$ cat src/rtl/mfa_cfg_gen_mc_pkg.sv
// Shared types and constants for the MFA configuration generator: the forward token,
// the snoop FSM encoding and the attribute-word bit positions with their decoder.
package mfa_cfg_gen_mc_pkg;

  localparam int FTK_WIDTH               = 32;
  localparam int POSIT_ATTRIB_LENGTH_LSB = 0;
  localparam int POSIT_ATTRIB_SHARED     = FTK_WIDTH - 5;
  localparam int POSIT_ATTRIB_DENSE      = FTK_WIDTH - 4;
  localparam int POSIT_ATTRIB_NONZERO    = FTK_WIDTH - 3;

  // Wide enough for the largest restore block: 8 cfg + 3 fixed + 8 shared words.
  localparam int MFA_RD_CNT_W = 5;

  typedef struct packed {
    logic                 v;
    logic                 a;
    logic                 r;
    logic                 c;
    logic                 i;
    logic [FTK_WIDTH-1:0] d;
  } FTk_t;

  typedef enum logic [2:0] {
    IDLE,
    GET_R,
    GET_CFG,
    WAIT,
    READ_S,
    READ_L
  } fsm_cfg_gen_mc;

  typedef struct packed {
    logic shared;
    logic non_zero;
    logic dense;
  } attrib_flags_t;

  function automatic attrib_flags_t attribute_dec(input logic [FTK_WIDTH-1:0] attrib);
    attrib_flags_t f;
    f.shared   = attrib[POSIT_ATTRIB_SHARED];
    f.non_zero = attrib[POSIT_ATTRIB_NONZERO];
    f.dense    = attrib[POSIT_ATTRIB_DENSE];
    return f;
  endfunction

endpackage

$ cat src/rtl/mfa_cfg_rd_seq.sv
// Restore-block read-out sequencer: walks the captured words in restore order,
// holds the current word while the consumer stalls, and pulses end_rd when done.
module mfa_cfg_rd_seq
  import mfa_cfg_gen_mc_pkg::*;
#(
  parameter int WIDTH_DATA = FTK_WIDTH,
  parameter int NUM_CFG    = 3,
  parameter int NUM_SHARED = 4
) (
  input  logic                                 clock,
  input  logic                                 reset,
  input  logic                                 str_rd,
  input  logic                                 nack,
  input  logic [WIDTH_DATA-1:0]                attr_rcfg,
  input  logic [WIDTH_DATA-1:0]                rcfg,
  input  logic [NUM_CFG-1:0][WIDTH_DATA-1:0]   cfg,
  input  logic [WIDTH_DATA-1:0]                attr_data,
  input  logic [NUM_SHARED-1:0][WIDTH_DATA-1:0] shared,
  input  logic                                 share_en,
  input  logic [$clog2(NUM_SHARED+1)-1:0]      scnt,
  output FTk_t                                 ftk,
  output logic                                 end_rd
);

  logic                    active;
  logic [MFA_RD_CNT_W-1:0] idx;
  logic [MFA_RD_CNT_W-1:0] n_lat;
  logic [MFA_RD_CNT_W-1:0] n_total;
  logic [WIDTH_DATA-1:0]   word;
  logic                    unused_msb;

  // The attribute MSB is always replayed as 0, so the stored bit is never read.
  assign unused_msb = attr_rcfg[WIDTH_DATA-1];

  assign n_total = MFA_RD_CNT_W'(NUM_CFG + 3) + (share_en ? MFA_RD_CNT_W'(scnt) : '0);

  always_ff @(posedge clock) begin
    if (!reset) begin
      active <= 1'b0;
      idx    <= '0;
      n_lat  <= '0;
      end_rd <= 1'b0;
    end else begin
      end_rd <= 1'b0;
      if (!active) begin
        if (str_rd) begin
          active <= 1'b1;
          idx    <= '0;
          n_lat  <= n_total;
        end
      end else if (!nack) begin
        if (idx == n_lat - 1'b1) begin
          active <= 1'b0;
          idx    <= '0;
          end_rd <= 1'b1;
        end else begin
          idx <= idx + 1'b1;
        end
      end
    end
  end

  // NOTE: every always_comb output gets a default first so no path can leave it
  // unassigned and infer a latch.
  always_comb begin
    word = '0;
    if (idx == '0) word = {1'b0, attr_rcfg[WIDTH_DATA-2:0]};
    if (idx == MFA_RD_CNT_W'(1)) word = rcfg;
    for (int k = 0; k < NUM_CFG; k++)
      if (idx == MFA_RD_CNT_W'(k + 2)) word = cfg[k];
    if (idx == MFA_RD_CNT_W'(NUM_CFG + 2)) word = attr_data;
    for (int k = 0; k < NUM_SHARED; k++)
      if (idx == MFA_RD_CNT_W'(k + NUM_CFG + 3)) word = shared[k];
  end

  always_comb begin
    ftk   = '0;
    ftk.v = active;
    ftk.d = word;
  end

endmodule

$ cat src/rtl/mfa_cfg_gen_mc.sv
// MFA configuration generator: snoops the R-Config/config/attribute/shared words off the
// forward-token path and replays them as one restore block under downstream backpressure.
module mfa_cfg_gen_mc
  import mfa_cfg_gen_mc_pkg::*;
#(
  parameter int WIDTH_DATA   = FTK_WIDTH,
  parameter int WIDTH_LENGTH = 10,
  parameter int NUM_CFG      = 3,
  parameter int NUM_SHARED   = 4
) (
  input  logic                              clock,
  input  logic                              reset,
  input  logic                              I_Snoop_AttribRCfg,
  input  logic                              I_Snoop_AttribData,
  input  logic                              I_Str_Snoop,
  input  logic                              I_Set_SData,
  input  FTk_t                              I_FTk,
  input  logic                              I_Str_Rd,
  input  logic                              I_Nack,
  input  logic                              I_End_Store,
  input  logic                              I_End_Load,
  output FTk_t                              O_FTk,
  output logic                              O_End_Snoop,
  output logic                              O_End_Rd,
  output logic                              O_Busy,
  output logic [$clog2(NUM_SHARED+1)-1:0]   O_SCnt,
  output logic                              O_SOvf,
  output logic [WIDTH_LENGTH+1:0]           O_LengthData,
  output logic [WIDTH_DATA-1:0]             O_LengthConfig,
  output logic                              is_SharedAttrib,
  output logic                              is_NonZero,
  output logic                              is_Dense
);

  localparam int SCNT_W = $clog2(NUM_SHARED + 1);
  localparam int CIDX_W = $clog2(NUM_CFG + 1);

  logic                                  tok_v_q;
  logic [WIDTH_DATA-1:0]                 tok_d_q;
  logic                                  str_snoop_q;
  logic                                  attrib_rcfg_q;
  logic                                  set_sdata_q;
  logic                                  unused_ftk;

  fsm_cfg_gen_mc                         state;
  fsm_cfg_gen_mc                         state_nx;
  logic [CIDX_W-1:0]                     cfg_idx;
  logic                                  cfg_last;
  logic                                  cap_r;
  logic                                  cap_cfg;
  logic                                  to_idle;
  logic                                  end_snoop;

  logic [WIDTH_DATA-1:0]                 attr_rcfg;
  logic [WIDTH_DATA-1:0]                 rcfg;
  logic [WIDTH_DATA-1:0]                 attr_data;
  logic [NUM_CFG-1:0][WIDTH_DATA-1:0]    cfg;
  logic [NUM_SHARED-1:0][WIDTH_DATA-1:0] shared_q;
  attrib_flags_t                         flags;

  assign unused_ftk = ^{I_FTk.a, I_FTk.r, I_FTk.c, I_FTk.i};

  // NOTE: sequential state is always written with non-blocking assignments so every
  // flop samples pre-edge values regardless of block ordering.
  always_ff @(posedge clock) begin
    if (!reset) begin
      tok_v_q       <= 1'b0;
      tok_d_q       <= '0;
      str_snoop_q   <= 1'b0;
      attrib_rcfg_q <= 1'b0;
      set_sdata_q   <= 1'b0;
    end else begin
      tok_v_q       <= I_FTk.v;
      tok_d_q       <= I_FTk.d;
      str_snoop_q   <= I_Str_Snoop;
      attrib_rcfg_q <= I_Snoop_AttribRCfg;
      set_sdata_q   <= I_Set_SData;
    end
  end

  always_ff @(posedge clock) begin
    if (!reset) state <= IDLE;
    else        state <= state_nx;
  end

  assign cfg_last = (cfg_idx == CIDX_W'(NUM_CFG - 1));

  always_comb begin
    state_nx = state;
    unique case (state)
      IDLE:    if (str_snoop_q) state_nx = GET_R;
      GET_R:   if (tok_v_q) state_nx = GET_CFG;
      GET_CFG: if (tok_v_q && cfg_last) state_nx = WAIT;
      WAIT: begin
        if (!is_SharedAttrib) state_nx = IDLE;
        else if (I_Str_Rd)    state_nx = READ_S;
      end
      READ_S: begin
        if (!is_SharedAttrib) state_nx = IDLE;
        else if (I_End_Store) state_nx = READ_L;
      end
      READ_L:  if (I_End_Load) state_nx = IDLE;
      default: state_nx = IDLE;
    endcase
  end

  always_comb begin
    cap_r   = (state == GET_R) && tok_v_q;
    cap_cfg = (state == GET_CFG) && tok_v_q;
    to_idle = (state != IDLE) && (state_nx == IDLE);
    O_Busy  = (state != IDLE);
  end

  // NOTE: the word registers are a handful of flops rather than a RAM, so they are
  // reset along with everything else; a real memory would be left unreset.
  always_ff @(posedge clock) begin
    if (!reset) begin
      cfg_idx   <= '0;
      end_snoop <= 1'b0;
      attr_rcfg <= '0;
      rcfg      <= '0;
      attr_data <= '0;
      cfg       <= '0;
      shared_q  <= '0;
      O_SCnt    <= '0;
      O_SOvf    <= 1'b0;
    end else begin
      end_snoop <= cap_cfg && cfg_last;
      if (attrib_rcfg_q)
        attr_rcfg <= tok_d_q & ~(WIDTH_DATA'(1) << POSIT_ATTRIB_SHARED);
      if (I_Snoop_AttribData) attr_data <= tok_d_q;
      if (cap_r) begin
        rcfg    <= tok_d_q;
        cfg_idx <= '0;
      end
      if (cap_cfg) begin
        for (int k = 0; k < NUM_CFG; k++)
          if (cfg_idx == CIDX_W'(k)) cfg[k] <= tok_d_q;
        cfg_idx <= cfg_last ? '0 : cfg_idx + 1'b1;
      end
      // Shared words accumulate until the FSM falls back to IDLE.
      if (to_idle) begin
        O_SCnt <= '0;
        O_SOvf <= 1'b0;
      end else if (set_sdata_q) begin
        if (O_SCnt == SCNT_W'(NUM_SHARED)) begin
          O_SOvf <= 1'b1;
        end else begin
          for (int k = 0; k < NUM_SHARED; k++)
            if (O_SCnt == SCNT_W'(k)) shared_q[k] <= tok_d_q;
          O_SCnt <= O_SCnt + 1'b1;
        end
      end
    end
  end

  assign O_End_Snoop    = end_snoop;
  assign O_LengthConfig = cfg[0];
  assign O_LengthData   = {2'b00, attr_data[POSIT_ATTRIB_LENGTH_LSB +: WIDTH_LENGTH]};

  assign flags           = attribute_dec(attr_data);
  assign is_SharedAttrib = flags.shared;
  assign is_NonZero      = flags.non_zero;
  assign is_Dense        = flags.dense;

  mfa_cfg_rd_seq #(
    .WIDTH_DATA (WIDTH_DATA),
    .NUM_CFG    (NUM_CFG),
    .NUM_SHARED (NUM_SHARED)
  ) u_rd_seq (
    .clock     (clock),
    .reset     (reset),
    .str_rd    (I_Str_Rd),
    .nack      (I_Nack),
    .attr_rcfg (attr_rcfg),
    .rcfg      (rcfg),
    .cfg       (cfg),
    .attr_data (attr_data),
    .shared    (shared_q),
    .share_en  (is_SharedAttrib),
    .scnt      (O_SCnt),
    .ftk       (O_FTk),
    .end_rd    (O_End_Rd)
  );

endmodule

$ cat config.mk
export PLATFORM = sky130hd
export DESIGN_NAME = mfa_cfg_gen_mc
export DESIGN_NICKNAME = d
export VERILOG_FILES = /design/src/rtl/mfa_cfg_gen_mc_pkg.sv /design/src/rtl/mfa_cfg_rd_seq.sv /design/src/rtl/mfa_cfg_gen_mc.sv
export SDC_FILE = /design/constraint.sdc
export NUM_CORES = 1
export LEC_CHECK = 0
export ABC_CLOCK_PERIOD_IN_PS = 3690
export CORE_MARGIN = 2
export CORE_UTILIZATION = 44
export CTS_CLUSTER_DIAMETER = 60
export DETAILED_ROUTE_END_ITERATION = 16
export SYNTH_ARGS = -nofsm -noshare
export SYNTH_HDL_FRONTEND = slang
export SYNTH_HIERARCHICAL = 1
export SYNTH_SLANG_ARGS = --single-unit
$ cat constraint.sdc
create_clock -name clock -period 3.69 [get_ports clock]
set_input_delay 0.738 -clock clock [delete_from_list [all_inputs] [get_ports clock]]
set_output_delay 0.738 -clock clock [all_outputs]
set_load 0.02 [all_outputs]
* Word level (Yosys, flattened, before mapping)
Cells that the tools add are included.
** Storage, ports and cells
- Bits of input ports :: 47
- Memory bits (read-only) :: 0
- Bits in registers :: 376
- Latch bits :: 0
- Output and inout port bits :: 91
- Memories :: 0
- Logic and storage cells :: 113
- Memory bits (writable) :: 0
** Operators by class
- Bitwise gates (word level) :: 4
- Muxes and demuxes :: 32
- Reductions and logical operators :: 26
- Divide/modulo/power cells :: 0
- Add/sub/neg operators :: 5
- $lt $le $gt $ge :: 0
- Equality and inequality tests :: 22
- Shift-type cells :: 0
- $mul :: 0
** Operators by type and width (count)
- 32-bit two-way mux :: 9
- 31-bit two-way mux :: 1
- 3-bit two-way mux :: 9
- 5-bit by 3-bit == test with 1-bit output, second input constant :: 4
- 5-bit two-way mux :: 4
- 3-bit case mux with 6 select lines :: 1
- 4-bit AND reduction :: 4
- 2-bit AND reduction :: 7
- 3-bit by 2-bit == test with 1-bit output, second input constant :: 4
- 5-bit by 2-bit == test with 1-bit output, second input constant :: 2
- 5-bit by 4-bit == test with 1-bit output, second input constant :: 2
- 3-bit == test, second input constant :: 3
- 3-bit logical NOT :: 3
- 3-bit by 1-bit == test with 1-bit output, second input constant :: 2
- 2-bit two-way mux :: 3
- 3-bit by 5-bit adder with 5-bit output, first input constant :: 1
- 5-bit by 1-bit adder with 5-bit output, second input constant :: 1
- 5-bit by 1-bit == test with 1-bit output, second input constant :: 1
- 5-bit == test :: 1
- 1-bit logical AND :: 5
- 5-bit logical NOT :: 1
- 1-bit two-way mux :: 5
- 5-bit by 1-bit subtractor with 5-bit output, second input constant :: 1
- 1-bit NOT :: 4
- other kinds (10) :: 11

* Longest topological paths before layout
- Depth after elaboration :: 11
- Gate-level depth with buffers :: 10
- Mapped depth without buffers :: 7

* Modules after synthesis
The synthesis kept the hierarchy.
** Modules (own cells, without submodules)
- mfa_cfg_gen_mc :: seq. area each 7307.0 µm², instances 1, area each 13300.3 µm², cells an instance 1411
- mfa_cfg_rd_seq :: seq. area each 220.2 µm², instances 1, area each 3975.1 µm², cells an instance 655

* Least setup slack after synthesis
Ideal clock, no wire load.
- Kind :: flip-flop to output port
- From :: register u_rd_seq.idx[0]
- To :: output O_FTk[15] (netlist bit)
- Arrival time :: 2284 ps
- Required time :: 2952 ps
- Cell stages (with the launch flop) :: 9
- Slack :: 668 ps
- Cells stage by stage :: dfxtp_1 inv_1 ha_1 buf_2 inv_1 clkbuf_1 o22a_1 nor2_1 o41ai_1
** RTL lines
- start, declared :: line mfa_cfg_rd_seq.sv:26 : logic [MFA_RD_CNT_W-1:0] idx;
- start signal, assigned :: line mfa_cfg_rd_seq.sv:57 : idx <= idx + 1'b1;
- end, declared :: line mfa_cfg_gen_mc.sv:22 : output FTk_t O_FTk,

==> flow_metrics.env <==
export IMPL_outcome="finished, final reports clean"
export IMPL_combPwrFrac=0.072
export IMPL_place_ws_ns=0.0217
export IMPL_synthCells=2063
export IMPL_clockBufferDepth=3
export IMPL_nets=2201
export IMPL_hold_class="flop to flop"
export IMPL_gp_congestion=0.867
export IMPL_p_switching_uw=2230
export IMPL_arrival_ns=2.90
export IMPL_post_synth_cell_area_avg_um2=8.36
export IMPL_drv_slew=0
export IMPL_p_clk_frac=0.474
export IMPL_num_vias=15200
export IMPL_placedInstanceArea_um2=18900
export IMPL_syn_to_final_growth_pct=20.0
export IMPL_port_buffer_count=127
export IMPL_ir_drop_mv=0.291
export IMPL_p_int_uw=7120
export IMPL_grt_max_degree=118
export IMPL_power_density_nw_per_um2=452
export IMPL_cts_clk_slew_worst_paths_ns=0.06
export IMPL_skew_ns=0.0211
export IMPL_setup_viol=0
export IMPL_crit_fanout=12
export IMPL_fin_area_um2=20700
export IMPL_wirelength_um=55800
export IMPL_final_common_cell="nand2_1"
export IMPL_syn_area_um2=17200
export IMPL_hpwl_um=36400
export IMPL_period_minus_slack_ns=3.63
export IMPL_fin_util=0.535
export IMPL_fin_crit_sh=0.985
export IMPL_die_x_um=202
export IMPL_route_detailed_drc=0
export IMPL_power_leakage_uw=0.00756
export IMPL_antennaDiodeCount=0
export IMPL_vias_per_cell=5.66
export IMPL_max_freq_mhz=275
export IMPL_antenna_found_initial=1
export IMPL_die_area_um2=40800
export IMPL_die_height_um=202
export IMPL_grt_setup_unrepaired="true"
export IMPL_drive_above_1_share=0.121
export IMPL_grt_pass1_vias=14700
export IMPL_wl_per_cell_um=20.8
export IMPL_end_kind="primary output"
export IMPL_critPathRequiredTime_ns=2.95
export IMPL_tightest_slew_ns=1.06
export IMPL_dr_pass1_iters=5
export IMPL_setup_tns_ns=0
export IMPL_layout_common_cells="nand2_1 (468), dfxtp_1 (369), a21oi_1 (238)"
export IMPL_cap_violations=0
export IMPL_final_hold_violation_count=0
export IMPL_path_class="flop to primary output"
export IMPL_grt_overflow_total=0
export IMPL_yosys_warnings=6
export IMPL_layout_setup_ws_ns=0.0567
export IMPL_clock_root_buffer="clkbuf_16"
export IMPL_cts_buffers=42
export IMPL_ioPinCount=138
export IMPL_insertion_delay_ns=0.57
export IMPL_clock_sinks=375
export IMPL_num_rows=72
export IMPL_slew_limit_headroom=0.294
export IMPL_grt_use_total=0.269
export IMPL_core_area_um2=38600
export IMPL_grt_pass1_wl_um=85700
export IMPL_antenna_left=0
export IMPL_drt_initial_drc_count=1251
export IMPL_cts_tree="done"
export IMPL_p_seq_frac=0.454
export IMPL_cp_start_kind="flop"
export IMPL_htree_levels=2
export IMPL_start_util=0.446
export IMPL_swShare=0.239
## state kept, by name, indices dropped and copies added, names as in the netlist, 2 cells and up
signal	cells
shared_q	128
cfg	64
tok_d_q	32
rcfg	32
attr_rcfg	30
O_SCnt	3
state	3
O_LengthConfig	32
attr_data	32
u_rd_seq/n_lat	4
cfg_idx	2
u_rd_seq/idx	5
## final cells by class
cell class | count | area, um^2
multi-input cells | 1468 | 8670
well taps | 518 | 648
fillers | 3610 | 18000
clock buffers | 57 | 1210
inverters | 14 | 67.6
clock inverters | 17 | 243
repair buffers | 242 | 2320
flip-flops and latches | 375 | 7520
## worst paths after layout
check / slack, ns / endpoint / depth (start not counted) / from
worst max-delay path: 0.06 / O_FTk[15] / 11 / u_rd_seq/idx[1]
worst min-delay path: 0.45 / cfg[51] / 2 / cfg[51]
worst max register to register: 1.26 / cfg[55] / 5 / state[1]
worst min register to register: 0.45 / cfg[51] / 2 / cfg[51]
## through the flow
stage / power (uW) / instances / hold slack (ns)
5_1_grt: 9630 / 2691 / 0.469
3_5_place_dp: 4970 / 2601 / 0.445
6_report: 9350 / 2691 / 0.452
4_1_cts: 9400 / 2689 / 0.453
3_3_place_gp: 4960 / 2601 / 0.438
2_1_floorplan: 4700 / 2068 / 0.431
## routing by layer
layer | part of all wire | vias to the layer above | global-route usage
met3 | 0.075 | 87 | 0.0490
met2 | 0.45 | 538 | 0.422
met4 | 0.019 | 2 | 0.0735
met5 | 0.00025 | - | 0
met1 | 0.46 | 7395 | 0.379
li1 | - | 7207 | -
## what timing repair did
action,in CTS,in global routing
pin swaps,8,8
setup endpoints to repair,32,22
hold buffers,0,0
cloned,2,0
resized for setup,107,35
buffers inserted,12,2
## worst max-delay path, stage by stage (launching register included)
cell	delay, ns
dfxtp_4	0.38
inv_2	0.07
ha_4	0.17
nor2b_4	0.14
buf_12	0.15
and2_1	0.15
buf_4	0.16
o2bb2ai_1	0.16
a222oi_1	0.51
o41ai_1	0.12
buf_4	0.15
buf_2	0.15
## power groups by stage
stage          combinational, uW  sequential, uW  clock, uW
2_1_floorplan                427            4270          0
3_3_place_gp                 631            4330          0
3_5_place_dp                 639            4330          0
4_1_cts                      667            4240       4490
5_1_grt                      722            4250       4660
6_report                     675            4250       4430
Power figures use the tool's default switching activity.
